===== src/rtl/bcd_addsub_seq.sv =====
// ============================================================================
// Module   : bcd_addsub_seq
// Brief    : Digit-serial BCD adder/subtractor with sign-magnitude result,
//            operand validation and a busy/done handshake.
// Revision : 1.0 - initial release
// ============================================================================
`default_nettype none

module bcd_addsub_seq #(
    parameter int         DIGITS    = 2,
    parameter logic [3:0] SIGN_CODE = 4'd10
) (
    input  logic                      clk,
    input  logic                      rst_n,
    input  logic                      i_button,
    input  logic                      i_mode,
    input  logic [4*DIGITS-1:0]       i_a_bcd,
    input  logic [4*DIGITS-1:0]       i_b_bcd,
    output logic [4*(DIGITS+1)-1:0]   o_result_bcd,
    output logic [3:0]                o_sign_digit,
    output logic                      o_neg,
    output logic                      o_err,
    output logic                      o_busy,
    output logic                      o_done
);

    localparam int              c_IW   = (DIGITS > 1) ? $clog2(DIGITS) : 1;
    localparam logic [c_IW-1:0] c_LAST = c_IW'(DIGITS - 1);

    typedef enum logic [2:0] {
        S_IDLE    = 3'd0,
        S_CHECK   = 3'd1,
        S_COMPUTE = 3'd2,
        S_FIXUP   = 3'd3,
        S_DONE    = 3'd4
    } state_t;

    state_t                    r_state;
    state_t                    w_state_nxt;
    logic                      r_button_q;
    logic [4*DIGITS-1:0]       r_a;
    logic [4*DIGITS-1:0]       r_b;
    logic                      r_mode;
    logic [c_IW-1:0]           r_idx;
    logic                      r_c;
    logic [4*DIGITS-1:0]       r_work;
    logic [4*(DIGITS+1)-1:0]   r_result;
    logic [3:0]                r_sign;
    logic                      r_neg;
    logic                      r_err;

    logic                      w_start;
    logic                      w_bad;
    logic                      w_last;
    logic [3:0]                w_op_a;
    logic [3:0]                w_op_b;
    logic [4:0]                w_sum;
    logic [4:0]                w_diff;
    logic [3:0]                w_digit;
    logic                      w_c_nxt;
    logic [4*DIGITS-1:0]       w_work_nxt;

    assign w_start = i_button & ~r_button_q & (r_state == S_IDLE);
    assign w_last  = (r_idx == c_LAST);

    // Flag any latched operand nibble that is not a valid BCD digit.
    always_comb begin
        w_bad = 1'b0;
        for (int i = 0; i < DIGITS; i++) begin
            if ((r_a[i*4 +: 4] > 4'd9) || (r_b[i*4 +: 4] > 4'd9)) begin
                w_bad = 1'b1;
            end
        end
    end

    // One-digit BCD add/subtract; FIXUP swaps the operands to form b - a.
    always_comb begin
        w_op_a     = (r_state == S_FIXUP) ? r_b[r_idx*4 +: 4] : r_a[r_idx*4 +: 4];
        w_op_b     = (r_state == S_FIXUP) ? r_a[r_idx*4 +: 4] : r_b[r_idx*4 +: 4];
        w_sum      = {1'b0, w_op_a} + {1'b0, w_op_b} + {4'd0, r_c};
        w_diff     = {1'b0, w_op_a} - {1'b0, w_op_b} - {4'd0, r_c};
        w_digit    = 4'd0;
        w_c_nxt    = 1'b0;
        if (r_mode && (r_state != S_FIXUP)) begin
            if (w_sum > 5'd9) begin
                w_digit = 4'(w_sum - 5'd10);
                w_c_nxt = 1'b1;
            end else begin
                w_digit = w_sum[3:0];
            end
        end else begin
            // Bit 4 set means the 5-bit difference went negative.
            if (w_diff[4]) begin
                w_digit = 4'(w_diff + 5'd10);
                w_c_nxt = 1'b1;
            end else begin
                w_digit = w_diff[3:0];
            end
        end
        w_work_nxt = r_work;
        w_work_nxt[r_idx*4 +: 4] = w_digit;
    end

    // State register.
    always_ff @(posedge clk or negedge rst_n) begin
        if (!rst_n) begin
            r_state <= S_IDLE;
        end else begin
            r_state <= w_state_nxt;
        end
    end

    // Next-state logic.
    always_comb begin
        w_state_nxt = r_state;
        case (r_state)
            S_IDLE:    if (w_start) w_state_nxt = S_CHECK;
            S_CHECK:   w_state_nxt = w_bad ? S_DONE : S_COMPUTE;
            S_COMPUTE: if (w_last) w_state_nxt = (!r_mode && w_c_nxt) ? S_FIXUP : S_DONE;
            S_FIXUP:   if (w_last) w_state_nxt = S_DONE;
            S_DONE:    w_state_nxt = S_IDLE;
            default:   w_state_nxt = S_IDLE;
        endcase
    end

    // Button history tracks the input in every state so a held button never retriggers.
    always_ff @(posedge clk or negedge rst_n) begin
        if (!rst_n) begin
            r_button_q <= 1'b0;
        end else begin
            r_button_q <= i_button;
        end
    end

    // Operand latch, digit-serial datapath and result registers.
    always_ff @(posedge clk or negedge rst_n) begin
        if (!rst_n) begin
            r_a      <= '0;
            r_b      <= '0;
            r_mode   <= 1'b0;
            r_idx    <= '0;
            r_c      <= 1'b0;
            r_work   <= '0;
            r_result <= '0;
            r_sign   <= 4'd0;
            r_neg    <= 1'b0;
            r_err    <= 1'b0;
        end else begin
            case (r_state)
                S_IDLE: begin
                    if (w_start) begin
                        r_a    <= i_a_bcd;
                        r_b    <= i_b_bcd;
                        r_mode <= i_mode;
                    end
                end
                S_CHECK: begin
                    r_idx <= '0;
                    r_c   <= 1'b0;
                    if (w_bad) begin
                        r_result <= '0;
                        r_sign   <= 4'd0;
                        r_neg    <= 1'b0;
                        r_err    <= 1'b1;
                    end
                end
                S_COMPUTE: begin
                    r_work <= w_work_nxt;
                    r_c    <= w_c_nxt;
                    r_idx  <= r_idx + 1'b1;
                    if (w_last) begin
                        if (!r_mode && w_c_nxt) begin
                            // a < b: restart the digit walk for b - a.
                            r_idx <= '0;
                            r_c   <= 1'b0;
                        end else begin
                            r_result <= {3'd0, (r_mode & w_c_nxt), w_work_nxt};
                            r_sign   <= 4'd0;
                            r_neg    <= 1'b0;
                            r_err    <= 1'b0;
                        end
                    end
                end
                S_FIXUP: begin
                    r_work <= w_work_nxt;
                    r_c    <= w_c_nxt;
                    r_idx  <= r_idx + 1'b1;
                    if (w_last) begin
                        r_result <= {4'd0, w_work_nxt};
                        r_sign   <= SIGN_CODE;
                        r_neg    <= 1'b1;
                        r_err    <= 1'b0;
                    end
                end
                default: begin
                end
            endcase
        end
    end

    assign o_result_bcd = r_result;
    assign o_sign_digit = r_sign;
    assign o_neg        = r_neg;
    assign o_err        = r_err;
    assign o_busy       = (r_state == S_CHECK) || (r_state == S_COMPUTE) || (r_state == S_FIXUP);
    assign o_done       = (r_state == S_DONE);

endmodule

`default_nettype wire


===== config.mk =====
export PLATFORM = sky130hd
export DESIGN_NAME = bcd_addsub_seq
export DESIGN_NICKNAME = d
export VERILOG_FILES = /design/src/rtl/bcd_addsub_seq.sv
export SDC_FILE = /design/constraint.sdc
export NUM_CORES = 1
export LEC_CHECK = 0
export ABC_AREA = 1
export CAP_MARGIN = 0
export CELL_PAD_IN_SITES_DETAIL_PLACEMENT = 2
export CELL_PAD_IN_SITES_GLOBAL_PLACEMENT = 2
export CORE_ASPECT_RATIO = 0.75
export CORE_MARGIN = 2
export CORE_UTILIZATION = 37
export CTS_CLUSTER_SIZE = 14
export DETAILED_ROUTE_END_ITERATION = 12
export DONT_BUFFER_PORTS = 1
export GPL_ROUTABILITY_DRIVEN = 0
export HOLD_SLACK_MARGIN = 0.05
export PLACE_DENSITY_LB_ADDON = 0.3
export SLEW_MARGIN = 20
export SYNTH_ARGS = -nofsm -noshare
export SYNTH_HDL_FRONTEND = slang
export SYNTH_SLANG_ARGS = --single-unit

===== constraint.sdc =====
create_clock -name clk -period 4.7 [get_ports clk]
set_input_delay 0.235 -clock clk [delete_from_list [all_inputs] [get_ports clk]]
set_output_delay 0.235 -clock clk [all_outputs]
set_load 0.005 [all_outputs]

==> results.tsv <==
stage	metric	value	unit
run_status	status	completed	
sta	final hold vios	0	
setup_path	setup slack, reg-to-reg	520	ps
clock_tree	Clock Pin Slew Worst Setup and Hold Paths	80	ps
yosys	ys async rst share	1.00	
die	starting density of the core	0.382	
worst_hold_path	Endpoint, Worst Hold	r_b[4]	
worst_hold_path	hold path depth	1	
cells_and_area	diode count	0	
yosys	Yosys reg bits	41	
drt	vias	2095	
clock_tree	CTS Buf Count	5	
drt	drt drc	0	
setup_path	Startpoint Class	register	
setup_path	worst r2r dst	o_result_bcd[2]	
yosys	synth top area cells	dfrtp_1 (39%), nand2_1 (14%), inv_1 (6.0%), ha_1 (5.3%), nand3_1 (4.0%)	
clock_tree	hold buffer count at cts	3	
global_route	GRT overflow	0	
setup_path	CP max-delay cell	fa_1	
yosys	Post-synth top cells	nand2_1 (96), inv_1 (42), dfrtp_1 (41)	
setup_path	slowest stage delay, CP	430	ps
clock_tree	H-tree depth	2	
clock_tree	Worst-Skew Late Latency	300	ps
yosys	synth warn	0	
clock_tree	Clock Path Buffers	2	
setup_path	CP required	4900	ps
yosys	Mapped Cells	331	
yosys	Post-Syn Area	2610	µm²
clock_tree	Root Driver	clkbuf_8	
sta	fmax	239	MHz
cells_and_area	# nets final	366	
sta	final setup TNS	0	ps
clock_tree	Setup Buffers After CTS	0	
sta	crit path time final	4180	ps
yosys	sequential share of the synthesized area	0.393	
clock_tree	CTS tree	built	
sta	Max-slew headroom	0.342	
drt	DR iter-0 viols	44	
global_route	Tot GR Track Use	0.201	
sta	Slew @ Worst Pin	984	ps
setup_path	crit-path cells	inv_2 > nand2_1 > nor2_2 > inv_1 > o21ai_1 > xor2_1 > inv_1 > ha_1 > o21bai_1 > fa_1 > or2_1 > nand2_1 > nand2_1 > nand2_1 > nand2_1 > nand2_1 > nand4_4 > nand3_4 > inv_1 > nand2_1 > nand2_1	
setup_path	Worst R2R Path Depth	21	
drt	number of routed nets with antenna violations	0	
drt	drt first pass iters	4	
yosys	most common cell in the netlist	nand2_1	
sta	final setup vio count	0	
die	Core Box Area	6830	µm²
die	std cell rows	26	
global_route	first-pass GRT wire length	12100	µm
setup_path	Worst Setup End Kind	register	
placement	port bufs	0	
setup_path	Critical Path AT	4370	ps
cells_and_area	share of layout cells above drive strength 1	0.138	
yosys	number of synthesized flops with an enable pin	0	
die	Die Footprint	7740	µm²
sta	Setup Skew	5.47	ps
sta	fin crit share	0.889	
setup_path	CP most frequent cell	nand2_1	
cells_and_area	Synth-to-Final Area Change	7.05	%
yosys	Avg Cell Area, Syn	7.88	µm²
global_route	antenna violations before repair	0	
drt	drt total wl	7110	µm
yosys	Cell variety after synth	36	
setup_path	R2R Path Start	r_state[2]	
setup_path	critical path type	register to register	
sta	Slew Limit Fails	0	
die	Die X	101	µm
yosys	share of the synthesized area in the top cell type	0.393	
drt	DR vias/cell	5.01	
worst_hold_path	min-delay worst type	primary input to register	
sta	RSZ-0062 raised after global routing	false	
yosys	Synth area leader	dfrtp_1	
placement	HPWL after DPL	5640	µm
worst_hold_path	Worst Hold Launch	i_b_bcd[4]	
drt	wire per inst	17.0	µm
clock_tree	CTS resizes	0	
flow_run	max_cap viols	0	
setup_path	CP Max Fanout	17	
global_route	vias in the first global route	2448	
clock_tree	clk sink count	41	
global_route	largest net degree at the start of global routing	42	
die	DIE HEIGHT	76.7	µm
yosys	top_reg_cell synth	dfrtp_1	
die	Ports	40	
[area by class of cell]
class | instances | area, µm²
Multi-Input combinational cell | 233 | 1330
Tap cell | 84 | 105
Clock inverter | 2 | 38.8
Fill cell | 800 | 4040
Sequential cell | 41 | 1030
Inverter | 49 | 184
Timing Repair Buffer | 3 | 40.0
Clock buffer | 6 | 72.6
[per-layer routing]
metal | part of all wire | track usage | up-vias
met5 | 0 | 0 | -
met4 | 0.0093 | 0.0419 | 0
met3 | 0.041 | 0.0410 | 7
met2 | 0.46 | 0.331 | 34
met1 | 0.49 | 0.275 | 1010
li1 | - | - | 1044
[worst max path at each step]
stage | start | to | slack [ps] | cells after the start
3_5_place_dp | r_state[2] | o_result_bcd[2] | 680 | 21
5_1_grt | r_state[2] | o_result_bcd[1] | 90 | 21
6_report | r_state[2] | o_result_bcd[2] | 520 | 21
2_1_floorplan | r_state[2] | o_result_bcd[1] | 1430 | 21
4_1_cts | r_state[2] | o_result_bcd[2] | 450 | 21
3_3_place_gp | r_state[2] | o_result_bcd[6] | 950 | 21
[placed cells by master, fill, tap and decap left out, types with 2 or more instances in the layout]
master	instances
clkbuf_8	5
nor3_1	2
o21ai_2	6
nand2_4	3
conb_1	5
fa_1	2
inv_2	7
inv_1	42
dfrtp_1	41
nand3_1	21
o21ai_1	6
a22oi_1	2
o21ai_0	16
ha_1	11
nor2_1	17
nand2_1	96
nand2_2	4
nor2_2	2
nand4_1	5
xor2_1	2
mux2_2	9
nand3_2	2
nand3_4	2
dlygate4sd3_1	2
a21oi_1	11
[sequential cells by signal, summed over array words and instances, names as in the netlist]
name,flops
o_err,1
o_result_bcd,9
o_sign_digit,1
r_a,8
r_b,8
r_button_q,1
r_c,1
r_idx,1
r_mode,1
r_state,3
r_work,7
[critical path, delay by kind of cell (launching register included)]
kind / cells / cell delay (ps)
AND/OR/NAND/NOR: 12 / 1770
adder cells (fa/ha/maj): 2 / 610
buffers and inverters: 4 / 580
AO/OA/AOI/OAI: 2 / 490
flip-flops: 1 / 420
XOR/XNOR: 1 / 210
[through the flow]
stage / hold slack, ps / instance area, µm² / utilization / cells / setup WS [ps]
after floorplan: -60.6 / 2620 / - / 335 / 1430
after global placement: -59.9 / 2640 / 0.386 / 407 / 950
after detailed placement: -59.7 / 2640 / 0.386 / 407 / 677
after CTS: 76.7 / 2790 / 0.409 / 418 / 452
after global routing: 75.8 / 2790 / 0.409 / 418 / 92.8
final: 85.6 / 2790 / 0.409 / 418 / 524
[logic make-up (layout without fill, tap and decap cells)]
kind of cell | Yosys count | after routing | share of synthesized area
AND/OR/NAND/NOR | 158 | 158 | 0.283
buffers and inverters | 61 | 60 | 0.104
AO/OA/AOI/OAI | 45 | 45 | 0.101
flip-flops | 41 | 41 | 0.393
adder cells (fa/ha/maj) | 13 | 13 | 0.0681
multiplexers | 9 | 9 | 0.0389
XOR/XNOR | 3 | 3 | 0.0101
other | 1 | 5 | 0.00144
Power is not shown: default switching activity piles up to over one toggle a cycle in this logic, so the estimate is an artifact.
